--- src/rtl/morph_filter.sv ---
// morph_filter
// Binary morphological erosion/dilation over a KSIZE x KSIZE square kernel,
// applied to a raster pixel stream. Each input sample is binarised against
// THRESH, stored in KSIZE-1 single-bit line buffers and shifted into a
// KSIZE x KSIZE window. The filtered pixel for centre (h-R, v-R) appears two
// clocks after input sample (h, v).
//
// Ports:
//   clock        sole clock, rising edge
//   reset        asynchronous, active-high
//   hcount       input pixel column (11 bits)
//   vcount       input pixel row (10 bits)
//   color        input pixel intensity (8 bits)
//   mode         0 = erosion, 1 = dilation (latched at start of frame)
//   pixel        filtered binary pixel
//   pixel_valid  pixel/out_hcount/out_vcount valid this cycle
//   out_hcount   column of the filtered pixel (holds while not valid)
//   out_vcount   row of the filtered pixel (holds while not valid)

module morph_filter #(
    parameter int         H_ACTIVE = 1024,
    parameter int         V_ACTIVE = 768,
    parameter int         KSIZE    = 3,
    parameter logic [7:0] THRESH   = 8'hFF
) (
    input  logic        clock,
    input  logic        reset,
    input  logic [10:0] hcount,
    input  logic [9:0]  vcount,
    input  logic [7:0]  color,
    input  logic        mode,
    output logic        pixel,
    output logic        pixel_valid,
    output logic [10:0] out_hcount,
    output logic [9:0]  out_vcount
);

    localparam int R   = (KSIZE - 1) / 2;
    localparam int NLB = KSIZE - 1;
    localparam int HW  = (H_ACTIVE > 1) ? $clog2(H_ACTIVE) : 1;

    localparam logic [10:0] H_LAST    = 11'(H_ACTIVE - 1);
    localparam logic [9:0]  V_LAST    = 10'(V_ACTIVE - 1);
    localparam logic [10:0] R_H       = 11'(R);
    localparam logic [9:0]  R_V       = 10'(R);
    localparam logic [9:0]  FILL_LAST = 10'(R - 1);
    // Erosion border limits expressed in input coordinates (centre = input - R)
    localparam logic [10:0] H_EDGE_LO = 11'(2 * R);
    localparam logic [9:0]  V_EDGE_LO = 10'(2 * R);
    localparam logic [10:0] H_EDGE_HI = 11'(H_ACTIVE - 1 - R);
    localparam logic [9:0]  V_EDGE_HI = 10'(V_ACTIVE - 1 - R);

    typedef enum logic [1:0] {
        WAIT_SOF,
        FILL,
        RUN
    } state_t;

    state_t state;
    logic   frame_mode;

    logic active;
    logic sof;
    logic flush;
    logic fg;
    logic shift_en;
    logic run_sample;

    logic [HW-1:0]    hidx;
    logic [NLB-1:0]   col_prev;
    logic [KSIZE-1:0] new_col;

    // Column-organised line store: bit k of an entry holds the sample from
    // k+1 lines above the current one at that column.
    logic [NLB-1:0]   line_mem [H_ACTIVE];

    // window[j] is the column j samples to the left of the newest one;
    // bit k of a column is the sample k lines above the newest row.
    logic [KSIZE-1:0] window [KSIZE];

    logic        s1_valid;
    logic [10:0] s1_h;
    logic [9:0]  s1_v;

    logic and_all;
    logic or_all;
    logic near_edge;
    logic result;

    assign active     = (hcount <= H_LAST) && (vcount <= V_LAST);
    assign sof        = active && (hcount == '0) && (vcount == '0);
    assign flush      = sof && (state != WAIT_SOF);
    assign fg         = (color >= THRESH);
    assign shift_en   = active && ((state != WAIT_SOF) || sof);
    assign run_sample = active && (state == RUN) && !sof &&
                        (hcount >= R_H) && (vcount >= R_V);
    assign hidx       = hcount[HW-1:0];
    assign col_prev   = line_mem[hidx];
    assign new_col    = {col_prev, fg};

    // Frame sequencing. A start-of-frame sample always (re)starts filling and
    // captures the operating mode for the whole frame, which also abandons
    // any frame still in progress.
    always_ff @(posedge clock or posedge reset) begin
        if (reset) begin
            state      <= WAIT_SOF;
            frame_mode <= 1'b0;
        end else if (sof) begin
            state      <= FILL;
            frame_mode <= mode;
        end else begin
            case (state)
                WAIT_SOF: state <= WAIT_SOF;
                FILL: begin
                    if (active && (hcount == H_LAST) && (vcount == FILL_LAST))
                        state <= RUN;
                end
                RUN: begin
                    if (active && (hcount == H_LAST) && (vcount == V_LAST))
                        state <= WAIT_SOF;
                end
                default: state <= WAIT_SOF;
            endcase
        end
    end

    // Line store is never cleared: the fill phase rewrites every column of
    // the rows it will be read back for before any output is produced.
    // The read above sees the old column, so each line moves down one slot.
    always_ff @(posedge clock) begin
        if (shift_en)
            line_mem[hidx] <= {col_prev[NLB-2:0], fg};
    end

    // Window shift plus the first pipeline stage, which remembers where the
    // newest window column sits so the second stage can locate the centre.
    always_ff @(posedge clock or posedge reset) begin
        if (reset) begin
            for (int j = 0; j < KSIZE; j++)
                window[j] <= '0;
            s1_valid <= 1'b0;
            s1_h     <= '0;
            s1_v     <= '0;
        end else begin
            if (shift_en) begin
                window[0] <= new_col;
                for (int j = 1; j < KSIZE; j++)
                    window[j] <= window[j-1];
            end
            s1_valid <= run_sample;
            if (run_sample) begin
                s1_h <= hcount;
                s1_v <= vcount;
            end
        end
    end

    // Kernel reduction. Window cells left of column 0 or above row 0 hold
    // stale data from the previous line/frame, so dilation masks them out;
    // erosion near any border is forced to 0 and needs no mask.
    always_comb begin
        and_all = 1'b1;
        or_all  = 1'b0;
        for (int j = 0; j < KSIZE; j++) begin
            for (int k = 0; k < KSIZE; k++) begin
                and_all = and_all & window[j][k];
                if ((s1_h >= 11'(j)) && (s1_v >= 10'(k)))
                    or_all = or_all | window[j][k];
            end
        end
        near_edge = (s1_h < H_EDGE_LO) || (s1_v < V_EDGE_LO) ||
                    (s1_h > H_EDGE_HI) || (s1_v > V_EDGE_HI);
        result    = frame_mode ? or_all : (and_all && !near_edge);
    end

    // Output stage. A restart flushes the result that would otherwise
    // emerge this cycle; coordinates hold whenever nothing valid is issued.
    always_ff @(posedge clock or posedge reset) begin
        if (reset) begin
            pixel       <= 1'b0;
            pixel_valid <= 1'b0;
            out_hcount  <= '0;
            out_vcount  <= '0;
        end else begin
            pixel_valid <= s1_valid && !flush;
            pixel       <= s1_valid && !flush && result;
            if (s1_valid && !flush) begin
                out_hcount <= s1_h - R_H;
                out_vcount <= s1_v - R_V;
            end
        end
    end

endmodule
--- config.mk ---
export PLATFORM = sky130hd
export DESIGN_NAME = morph_filter
export DESIGN_NICKNAME = d
export VERILOG_FILES = /design/src/rtl/morph_filter.sv
export SDC_FILE = /design/constraint.sdc
export NUM_CORES = 2
export LEC_CHECK = 0
export ABC_CLOCK_PERIOD_IN_PS = 22100
export CAP_MARGIN = 5
export CELL_PAD_IN_SITES_DETAIL_PLACEMENT = 2
export CELL_PAD_IN_SITES_GLOBAL_PLACEMENT = 2
export CORE_UTILIZATION = 34
export DETAILED_ROUTE_END_ITERATION = 7
export GPL_ROUTABILITY_DRIVEN = 0
export PLACE_DENSITY = 0.65
export RECOVER_POWER = 100
export SYNTH_ARGS = -nofsm -noshare
export SYNTH_HDL_FRONTEND = slang
export SYNTH_SLANG_ARGS = --single-unit
--- constraint.sdc ---
create_clock -name clock -period 22.1 [get_ports clock]
set_input_delay 4.42 -clock clock [delete_from_list [all_inputs] [get_ports clock]]
set_output_delay 4.42 -clock clock [all_outputs]
set_load 0.02 [all_outputs]
==> results_dict.tcl <==
set metrics [dict create \
    outcome "complete, but fails checks" \
    failed_checks "max-capacitance violations, max-slew violations" \
    drt-pass1-iter-count 6 \
    yosysTopAreaCell "edfxtp_1" \
    timing.final.ws_setup_ns 5.48 \
    critPathMostFrequentCell "clkbuf_1" \
    die_h_um 504 \
    cts_tree "done" \
    ioPinCount 55 \
    min-delay-start "out_hcount[10]" \
    use_met2 0.393 \
    period_minus_slack_ns 16.62 \
    cts-root-buf "clkbuf_16" \
    drive_above_1_share 0.102 \
    critical_path_class "in2reg" \
    clock_skew_ns 0.0387 \
    slew_violations 1707 \
    crit_chain "buf_12 -> clkbuf_1 -> buf_4 -> nor3_1 -> nand4_1 -> or2_0 -> o21ai_0 -> and3b_1 -> nand2_1 -> clkbuf_1 -> nor2_1" \
    fin_area_um2 96500 \
    clkLatencyLatePin_ns 0.88 \
    cp_data_arrival_time_ns 17.07 \
    synth_flop_cell "edfxtp_1" \
    synthesis.nets 5583 \
    hold-worst-slack_ns 0.471 \
    layout_commonest_cell "edfxtp_1" \
    ys_ff_latch 2105 \
    die_x_um 504 \
    route.vias.total 51600 \
    clk_path_buf_depth 3 \
    worst_pin_slew_ns 10.35 \
    ys_types 60 \
    cpLargestDelayFamily "buffers and inverters" \
    area_delta_synth_final_pct 12.5 \
    final_antenna_net_count 0 \
    min_period_over_period 0.752 \
    netlist_top_cells_area "edfxtp_1, mux2i_1, nor2_1" \
    wl_per_cell_um 34.2 \
    hold_buffers 0 \
    dpl.hpwl_mm 174 \
    cts_setup_buffers 0 \
    avgSynthCellArea_um2 15.5 \
    slowest_stage "clkbuf_1" \
    grt_pass1_vias 54100 \
    grt_pass1_wl_mm 428 \
    final_cell_mix "edfxtp_1, nor2_1, mux2i_1, o22ai_1, clkbuf_16" \
    coreArea_um2 250000 \
    synth_area_um2 85700 \
    nNetsFinal 5558 \
    start_util 0.344 \
    cts_resized 0 \
    critPathCaptureType "flip-flop" \
    seqCellArea_um2 62900 \
    seq_area_frac_synth 0.734 \
    synth_top_area_frac 0.717 \
    cts_buffers 218 \
    worst-path-buf-inv 4 \
    drc 0 \
    r2r_end "line_mem[804][0]" \
    num_rows 183 \
    top_usage_layer "met2" \
    tns_ns 0 \
    r2r_slack_ns 14.75 \
    finish.utilization 0.387 \
    min_to "out_hcount[10]" \
    grt_max_degree 231 \
    drv_cap 53 \
    io_buffers 54 \
    pre_cts_ws_ns 9.82 \
    total_leakage_power_nw 29.9 \
    start_kind "primary input" \
    max_stage_delay_ns 4.79 \
    cp_max_fo 82 \
    slew_headroom -5.90 \
    async_reset_ff_frac 0.0271 \
    drtIter0Drc 5831 \
    grt_overflow 0 \
    synth_edf_count 2048 \
    p_per_area_nw_per_um2 88.4 \
    multi_input_area_um2 20900 \
    grt_setup_unrepaired "false" \
    clock-sinks 2105 \
    syn_inst 5545 \
    gr-usage-all-layers 0.238 \
    avgViaCountPerCell 5.71 \
    hold_violations 0 \
    r2r_start "state[0]" \
    htree_levels 4 \
    hold_class "reg2reg" \
    gr-usage-met3 0.0381 \
    dpl_cell_area_um2 90000 \
    dieArea_um2 254000 \
    routed_wl_mm 309 \
    rr_worst_depth 6 \
    fillers 24500 \
    hold_depth 2 \
    antenna_found_initial 21 \
    vdd_drop_max_mv 0.0929 \
    use_met1 0.317 \
    ys_warn_count 0 \
    cts.clk_slew.worst_paths_ns 0.06 \
    setup_viol 0 \
    max_freq_ghz 0.0602 \
    crit_required_ns 22.55 \
]
==> cell families (layout without fill, tap and decap cells) <==
family	Yosys count	in the layout	share of synthesized area
xor gates and xnor gates	15	15	0.00153
and+or+nand+nor	1517	1517	0.0742
adders and majority gates	6	6	0.000876
DFF	2105	2105	0.734
other	0	13	0
buffers and inverters	451	604	0.0238
AOI/OAI and AO/OA	536	536	0.0397
muxes	915	915	0.126
==> worst min-delay path, stage by stage, from the launching register on <==
cell     delay [ns]
dfrtp_1        0.33
nand2_1        0.05
o21ai_0        0.06
==> area by class of cell <==
cell class / count / area share
sequential: 2105 / 0.652
timing repair buffer: 194 / 0.0165
inverter: 12 / 0.000467
clock buffer: 261 / 0.0591
clock inverter: 137 / 0.0115
multi-input combinational: 2989 / 0.217
antenna: 13 / 0.000337
tap: 3330 / 0.0432
==> per-stage QoR <==
| stage | total power, mW | cells |
|---|---|---|
| finish | 8.53 | 9041 |
| floorplan | 4.91 | 5545 |
| global placement | 4.98 | 8628 |
| global route | 8.72 | 9032 |
| detailed placement | 4.99 | 8628 |
| CTS | 8.57 | 9026 |
==> state kept, by name, indices dropped and copies added (netlist names), 2 cells and up <==
signal	cells
window	9
out_vcount	10
s1_h	11
out_hcount	11
state	2
s1_v	10
line_mem	2048
==> Yosys cell counts (15+ instances only) <==
| cell type | instances |
|---|---|
| edfxtp_1 | 2048 |
| nor2_1 | 1118 |
| mux2i_1 | 770 |
| o22ai_1 | 324 |
| clkbuf_1 | 243 |
| nand2_1 | 153 |
| buf_2 | 134 |
| mux4_2 | 130 |
| o21ai_0 | 70 |
| nor4_1 | 61 |
| dfrtp_1 | 57 |
| nor3_1 | 53 |
| buf_4 | 41 |
| a22oi_1 | 37 |
| nand3_1 | 37 |
| a21oi_1 | 33 |
| nand4_1 | 27 |
| o2111ai_1 | 19 |
| buf_1 | 18 |
| mux2_2 | 15 |
==> routing by layer <==
| layer | up-vias | wire (µm) |
|---|---|---|
| li1 | 21200 | - |
| met1 | 28000 | 129000 |
| met2 | 1984 | 149000 |
| met3 | 498 | 20300 |
| met4 | 0 | 10700 |
| met5 | - | 0 |
==> how the worst max path moves through the flow <==
stage	start	to	slack, ns	cells past startpoint
4_1_cts	hcount[1]	line_mem[950][1]	10.71	14
6_report	hcount[1]	line_mem[374][1]	5.48	11
2_1_floorplan	color[1]	line_mem[0][0]	0.13	2
3_3_place_gp	hcount[1]	line_mem[385][1]	10.04	14
5_1_grt	color[0]	line_mem[46][0]	5.25	6
3_5_place_dp	hcount[1]	line_mem[392][1]	9.82	14
==> report_power, final <==
group / leakage [nW] / internal, mW / switching (mW)
combinational: 8.78 / 0.117 / 0.332
sequential: 17.8 / 4.46 / 0.00514
clock: 3.33 / 2.03 / 1.59
No activity file was read; power rests on OpenSTA's default activity.
